<file path="config.mk">
export PLATFORM = sky130hd
export DESIGN_NAME = qspi_arbiter
export DESIGN_NICKNAME = d
export VERILOG_FILES = /design/src/rtl/qspi_arbiter.sv
export SDC_FILE = /design/constraint.sdc
export NUM_CORES = 1
export LEC_CHECK = 0
export ABC_AREA = 1
export BUFFER_PORTS_ARGS = -buffer_cell sky130_fd_sc_hd__buf_2
export CAP_MARGIN = 5
export CORE_AREA = 2 2 129 131
export CTS_CLUSTER_SIZE = 20
export DETAILED_ROUTE_END_ITERATION = 7
export DIE_AREA = 0 0 131 133
export HOLD_SLACK_MARGIN = 0.05
export SLEW_MARGIN = 25
export SYNTH_ARGS = -nofsm -noshare
export SYNTH_HDL_FRONTEND = slang
export SYNTH_SLANG_ARGS = --single-unit
</file>
<file path="constraint.sdc">
create_clock -name i_clk -period 4.9 [get_ports i_clk]
set_clock_uncertainty 0.2 [all_clocks]
set_input_delay 0.98 -clock i_clk [delete_from_list [all_inputs] [get_ports i_clk]]
set_output_delay 0.98 -clock i_clk [all_outputs]
set_load 0.05 [all_outputs]
</file>
<file path="src/rtl/qspi_arbiter.sv">
// Four-way arbiter in front of the single QSPI controller: debug has fixed priority,
// lisa1/lisa2/ttlc share round-robin, and the grant is held for a whole burst.
module qspi_arbiter #(
  parameter int CHIP_SELECTS = 2
) (
  input  logic                      i_clk,
  input  logic                      i_rst,
  input  logic [3:0]                i_req_valid,
  input  logic [95:0]               i_req_addr,
  input  logic [63:0]               i_req_wdata,
  input  logic [7:0]                i_req_wstrb,
  input  logic [15:0]               i_req_xfer_len,
  input  logic [4*CHIP_SELECTS-1:0] i_req_ce_ctrl,
  input  logic [47:0]               i_base_addr,
  output logic [3:0]                o_req_ready,
  output logic [15:0]               o_req_rdata,
  output logic [3:0]                o_grant,
  output logic                      o_m_valid,
  output logic [23:0]               o_m_addr,
  output logic [15:0]               o_m_wdata,
  output logic [1:0]                o_m_wstrb,
  output logic [3:0]                o_m_xfer_len,
  output logic [CHIP_SELECTS-1:0]   o_m_ce_ctrl,
  input  logic                      i_m_ready,
  input  logic [15:0]               i_m_rdata
);

  typedef enum logic [1:0] {S_IDLE, S_BUSY, S_RELEASE} state_t;

  state_t                  r_state;
  state_t                  w_state_nxt;
  logic [1:0]              r_owner;
  logic [1:0]              r_rr_ptr;
  logic [3:0]              r_grant;
  logic [3:0]              r_count;
  logic [3:0]              r_xfer_len;
  logic [23:0]             r_addr;
  logic [CHIP_SELECTS-1:0] r_ce_ctrl;

  logic [23:0]             w_addr    [4];
  logic [15:0]             w_base    [4];
  logic [15:0]             w_wdata   [4];
  logic [1:0]              w_wstrb   [4];
  logic [3:0]              w_len     [4];
  logic [CHIP_SELECTS-1:0] w_ce      [4];
  logic [1:0]              w_winner;
  logic                    w_win;
  logic                    w_owner_valid;
  logic                    w_word_done;
  logic                    w_last_word;
  logic [23:0]             w_addr_xlat;

  always_comb begin
    for (int n = 0; n < 4; n++) begin
      w_addr[n]  = i_req_addr[n*24 +: 24];
      w_wdata[n] = i_req_wdata[n*16 +: 16];
      w_wstrb[n] = i_req_wstrb[n*2 +: 2];
      w_len[n]   = i_req_xfer_len[n*4 +: 4];
      w_ce[n]    = i_req_ce_ctrl[n*CHIP_SELECTS +: CHIP_SELECTS];
    end
    // debug addresses the flash directly, so its base is forced to zero
    w_base[0] = 16'h0000;
    for (int n = 1; n < 4; n++) begin
      w_base[n] = i_base_addr[(n-1)*16 +: 16];
    end
  end

  // Search starts at the requester after the last round-robin winner.
  always_comb begin
    w_winner = 2'd0;
    if (!i_req_valid[0]) begin
      case (r_rr_ptr)
        2'd1:    w_winner = i_req_valid[2] ? 2'd2 : (i_req_valid[3] ? 2'd3 : 2'd1);
        2'd2:    w_winner = i_req_valid[3] ? 2'd3 : (i_req_valid[1] ? 2'd1 : 2'd2);
        default: w_winner = i_req_valid[1] ? 2'd1 : (i_req_valid[2] ? 2'd2 : 2'd3);
      endcase
    end
  end

  assign w_win         = (r_state == S_IDLE) && (|i_req_valid);
  assign w_owner_valid = i_req_valid[r_owner];
  assign w_word_done   = (r_state == S_BUSY) && w_owner_valid && i_m_ready;
  assign w_last_word   = w_word_done && (r_count == r_xfer_len);
  assign w_addr_xlat   = w_addr[w_winner] + {w_base[w_winner], 8'h00};

  always_ff @(posedge i_clk or posedge i_rst) begin
    if (i_rst) begin
      r_state <= S_IDLE;
    end else begin
      r_state <= w_state_nxt;
    end
  end

  always_comb begin
    w_state_nxt = r_state;
    case (r_state)
      S_IDLE: begin
        if (w_win) w_state_nxt = S_BUSY;
      end
      S_BUSY: begin
        if (!w_owner_valid || w_last_word) w_state_nxt = S_RELEASE;
      end
      default: w_state_nxt = S_IDLE;
    endcase
  end

  always_comb begin
    o_m_valid   = 1'b0;
    o_grant     = 4'b0000;
    o_req_ready = 4'b0000;
    o_m_wdata   = 16'h0000;
    o_m_wstrb   = 2'b00;
    if (r_state == S_BUSY) begin
      o_m_valid = 1'b1;
      o_grant   = r_grant;
      o_m_wdata = w_wdata[r_owner];
      o_m_wstrb = w_wstrb[r_owner];
      // an aborting owner gets no ready; the controller drops that word
      if (w_owner_valid && i_m_ready) o_req_ready = r_grant;
    end
  end

  always_ff @(posedge i_clk or posedge i_rst) begin
    if (i_rst) begin
      r_owner    <= 2'd0;
      r_grant    <= 4'b0000;
      r_rr_ptr   <= 2'd3;
      r_addr     <= 24'h000000;
      r_xfer_len <= 4'h0;
      r_ce_ctrl  <= '0;
      r_count    <= 4'h0;
    end else if (w_win) begin
      r_owner    <= w_winner;
      r_grant    <= 4'b0001 << w_winner;
      r_addr     <= w_addr_xlat;
      r_xfer_len <= w_len[w_winner];
      r_ce_ctrl  <= w_ce[w_winner];
      r_count    <= 4'h0;
      if (w_winner != 2'd0) r_rr_ptr <= w_winner;
    end else if (w_word_done && !w_last_word) begin
      r_count <= r_count + 4'h1;
    end
  end

  assign o_m_addr     = r_addr;
  assign o_m_xfer_len = r_xfer_len;
  assign o_m_ce_ctrl  = r_ce_ctrl;
  assign o_req_rdata  = i_m_rdata;

endmodule

</file>
==> run_results.csv <==
group,metric,value,unit
status,outcome,"complete, no violations",
placed_design,routabilityCongestion,0.8940,
flow_run,cap_violations,0,
timing,finalSetupViolations,0,
floorplan,core_area,0.01617,sq mm
timing,slew_headroom,45.53,%
grt,global_routing_usage_summed_across_all_routing_layers,21.31,%
layout,finalInstanceArea,0.006311,sq mm
floorplan,num_rows,47,
pwr,peakVddDrop,385.9,uV
placed_design,hpwl,16100,um
clocking,clock_slew_seen_by_the_registers_of_the_worst_setup_and_hold_paths,70,ps
worst_setup_path,critPathArrivalTime,4150,ps
synthesis,synth_nets,1028,
clocking,clk_latency,290,ps
timing,layout_worst_path_cycle_share,85.13,%
synthesis,syn-instance-count,746,
timing,worst_slew_pin_slew,817.0,ps
clocking,clock-sinks,44,
placed_design,dpl-instance-area,0.006133,sq mm
synthesis,yosys_warnings,0,
layout,total_number_of_nets_in_the_final_design,1291,
clocking,holdBufCountCts,0,
floorplan,floorplan.die_area,0.01742,sq mm
grt,grt_max_degree,50,
synthesis,synth_edf_count,0,
placed_design,dp_worst_setup_slack,555.0,ps
route,routedLengthMet1,7292,um
grt,grt.overflow.total,0,
worst_setup_path,critPathLaunch,"r_rr_ptr[0]$_DFFE_PP1P_",
timing,slew_viol_final,0,
clocking,cts_resized,0,
worst_setup_path,category_of_the_worst_setup_path_launch_point,"register",
route,drt-total-wl,19510,um
route,routed-wl-met3,1844,um
synthesis,postSynth.asyncResetShare,100.0,%
worst_setup_path,critical_path.max_fanout,35,
worst_setup_path,critical_path_class,"reg2reg",
floorplan,design.portCount,336,
layout,mostFrequentLayoutCell,"buf_2",
hold_path,hold_path.class,"reg2reg",
synthesis,post_synth_instance_area,0.004618,sq mm
synthesis,postSynthAreaPerCell,6.191,sq um
worst_setup_path,required,4880,ps
worst_setup_path,r2r_start,"r_rr_ptr[0]$_DFFE_PP1P_",
synthesis,postSynth.topFlopCell,"dfrtp_1",
layout,utilization,39.03,%
clocking,maximum_number_of_buffers_from_clock_root_to_sink,2,
route,postRouteAntennaNets,0,
layout,area_growth,36.66,%
timing,grt_setup_unrepaired,"no",
placed_design,io_buffer_count,303,
layout,most-common-layout-cells,"303 x buf_2, 161 x nand2_1, 149 x nor2_1, 82 x o21ai_0, 51 x inv_1",
clocking,numCtsBuffers,5,
grt,grt_antenna_before_repair,2,
pwr,power.static_leakage,3.332,nW
timing,min_period,4171,ps
timing,number_of_endpoints_with_negative_hold_slack_in_the_final_report,0,
route,drt-wirelength-per-cell,15.84,um
worst_setup_path,timing.critical_path.to_type,"register",
hold_path,hp-start,"o_m_addr[9]$_DFFE_PP0P_",
floorplan,initial_utilization,28.56,%
grt,grt_pass1_wl,28850,um
route,remaining_drc_errors,0,
route,routed_via_density,4.848,
timing,setup_tns,0,ps
floorplan,die_width,131,um
pwr,cellPowerDensity,829.0,mW/mm^2
route,drt_pass1_iterations,5,
route,topRoutingLayerUsed,"met4",
layout,proportion_of_layout_cells_with_a_drive_suffix_above_1,34.36,%
synthesis,synth.yosys.seq_area_share,23.90,%
clocking,setup_fix_buffers_added_after_clock_tree_synthesis,0,
clocking,tritoncts_clock_tree,"done",
clocking,h_tree_levels,2,
route,met2WireLength,9921,um
timing,fmax,239.7,MHz
floorplan,die_h,133,um
clocking,clock-root-buffer,"clkbuf_16",
route,dr.first_iter.drc_count,331,
route,routed-via-count,5973,
grt,first_global_vias,5658,
timing,worst_slack,728.8,ps
synthesis,yosys_register_bits,44,
synthesis,yosysUniqueCellTypes,44,
sequential cells by signal (all words and copies together), names as in the netlist:
| name | cells |
|---|---|
| o_m_addr | 24 |
| o_m_ce_ctrl | 2 |
| o_m_xfer_len | 4 |
| r_count | 4 |
| r_grant | 4 |
| r_owner | 2 |
| r_rr_ptr | 2 |
| r_state | 2 |
where the power goes:
| group | internal [mW] | total [mW] | switching, mW | leakage (nW) |
|---|---|---|---|---|
| sequential | 0.552 | 0.656 | 0.103 | 0.527 |
| clock | 0.243 | 0.403 | 0.160 | 0.0804 |
| combinational | 1.26 | 4.17 | 2.92 | 2.72 |
| total | 2.05 | 5.23 | 3.18 | 3.33 |
cell type report:
class | count | area [sq um]
multi-input combinational | 586 | 2938
sequential | 44 | 1104
antenna | 2 | 5.005
inverter | 59 | 226.5
clock buffer | 5 | 125.1
clock inverter | 3 | 46.29
tap | 220 | 275.3
timing repair buffer | 313 | 1592
fill | 1810 | 9861
synth_stat cells (14+ instances only):
library cell  number  share of area (%)
nand2_1          161                 13
nor2_1           149                 12
o21ai_0           82                8.9
inv_1             52                4.2
a21oi_1           42                4.6
dfrtp_1           42                 23
nand3_1           41                4.4
buf_4             22                3.6
ha_1              18                4.9
clkbuf_1          15                1.2
o221ai_1          15                2.8
o21ai_1           14                1.5
final timing paths:
kind | end | slack (ps) | cells past startpoint
worst min-delay path | o_m_addr[9]$_DFFE_PP0P_ | 270 | 2
min in group asynchronous | o_m_addr[13]$_DFFE_PP0P_ | 610 | 2
worst max-delay path | o_m_addr[18]$_DFFE_PP0P_ | 730 | 20
worst max register to register | o_m_addr[18]$_DFFE_PP0P_ | 730 | 20
max in group asynchronous | o_m_xfer_len[3]$_DFFE_PP0P_ | 3400 | 2
worst min register to register | o_m_addr[9]$_DFFE_PP0P_ | 270 | 2
stage by stage:
| step | hold WS [ps] | power [mW] | std cells |
|---|---|---|---|
| final | 274.6 | 5.232 | 1232 |
| after global routing | 297.9 | 5.739 | 1231 |
| after CTS | 279.1 | 5.256 | 1230 |
| after detailed placement | 262.3 | 4.838 | 1222 |
| after global placement | 255.1 | 4.805 | 1222 |
| after floorplan | 257.8 | 3.901 | 746 |
cells by family (layout without fill, tap and decap cells):
family / Yosys count / count (layout) / synth area share (%)
xor gates and xnor gates: 11 / 11 / 2.086
AOI/OAI and AO/OA: 182 / 182 / 22.68
adders and majority gates: 19 / 19 / 5.310
and+or+nand+nor: 374 / 374 / 33.41
other: 0 / 2 / 0
DFF: 44 / 44 / 23.90
buffers and inverters: 116 / 380 / 12.63
per-layer routing:
metal	global-route usage, %	up-vias
li1	-	2987
met5	0	-
met1	24.07	2649
met2	39.81	310
met3	4.448	27
met4	5.733	0
worst max-delay path, cell delays in order, from the launching register on:
cell and delay (ps):
dfstp_2 550, inv_1 40, ha_1 340, a21oi_1 250, nand2_4 180, inv_2 120, buf_4 310, nand3_1 120
o221ai_1 90, inv_1 60, ha_1 210, fa_1 430, nand2_1 80, nand2_1 50, o21ai_0 170, inv_1 110
a21oi_1 230, o21bai_1 110, or2_2 280, nand3_1 70, nand2_1 50
Power figures use the tool's default switching activity.
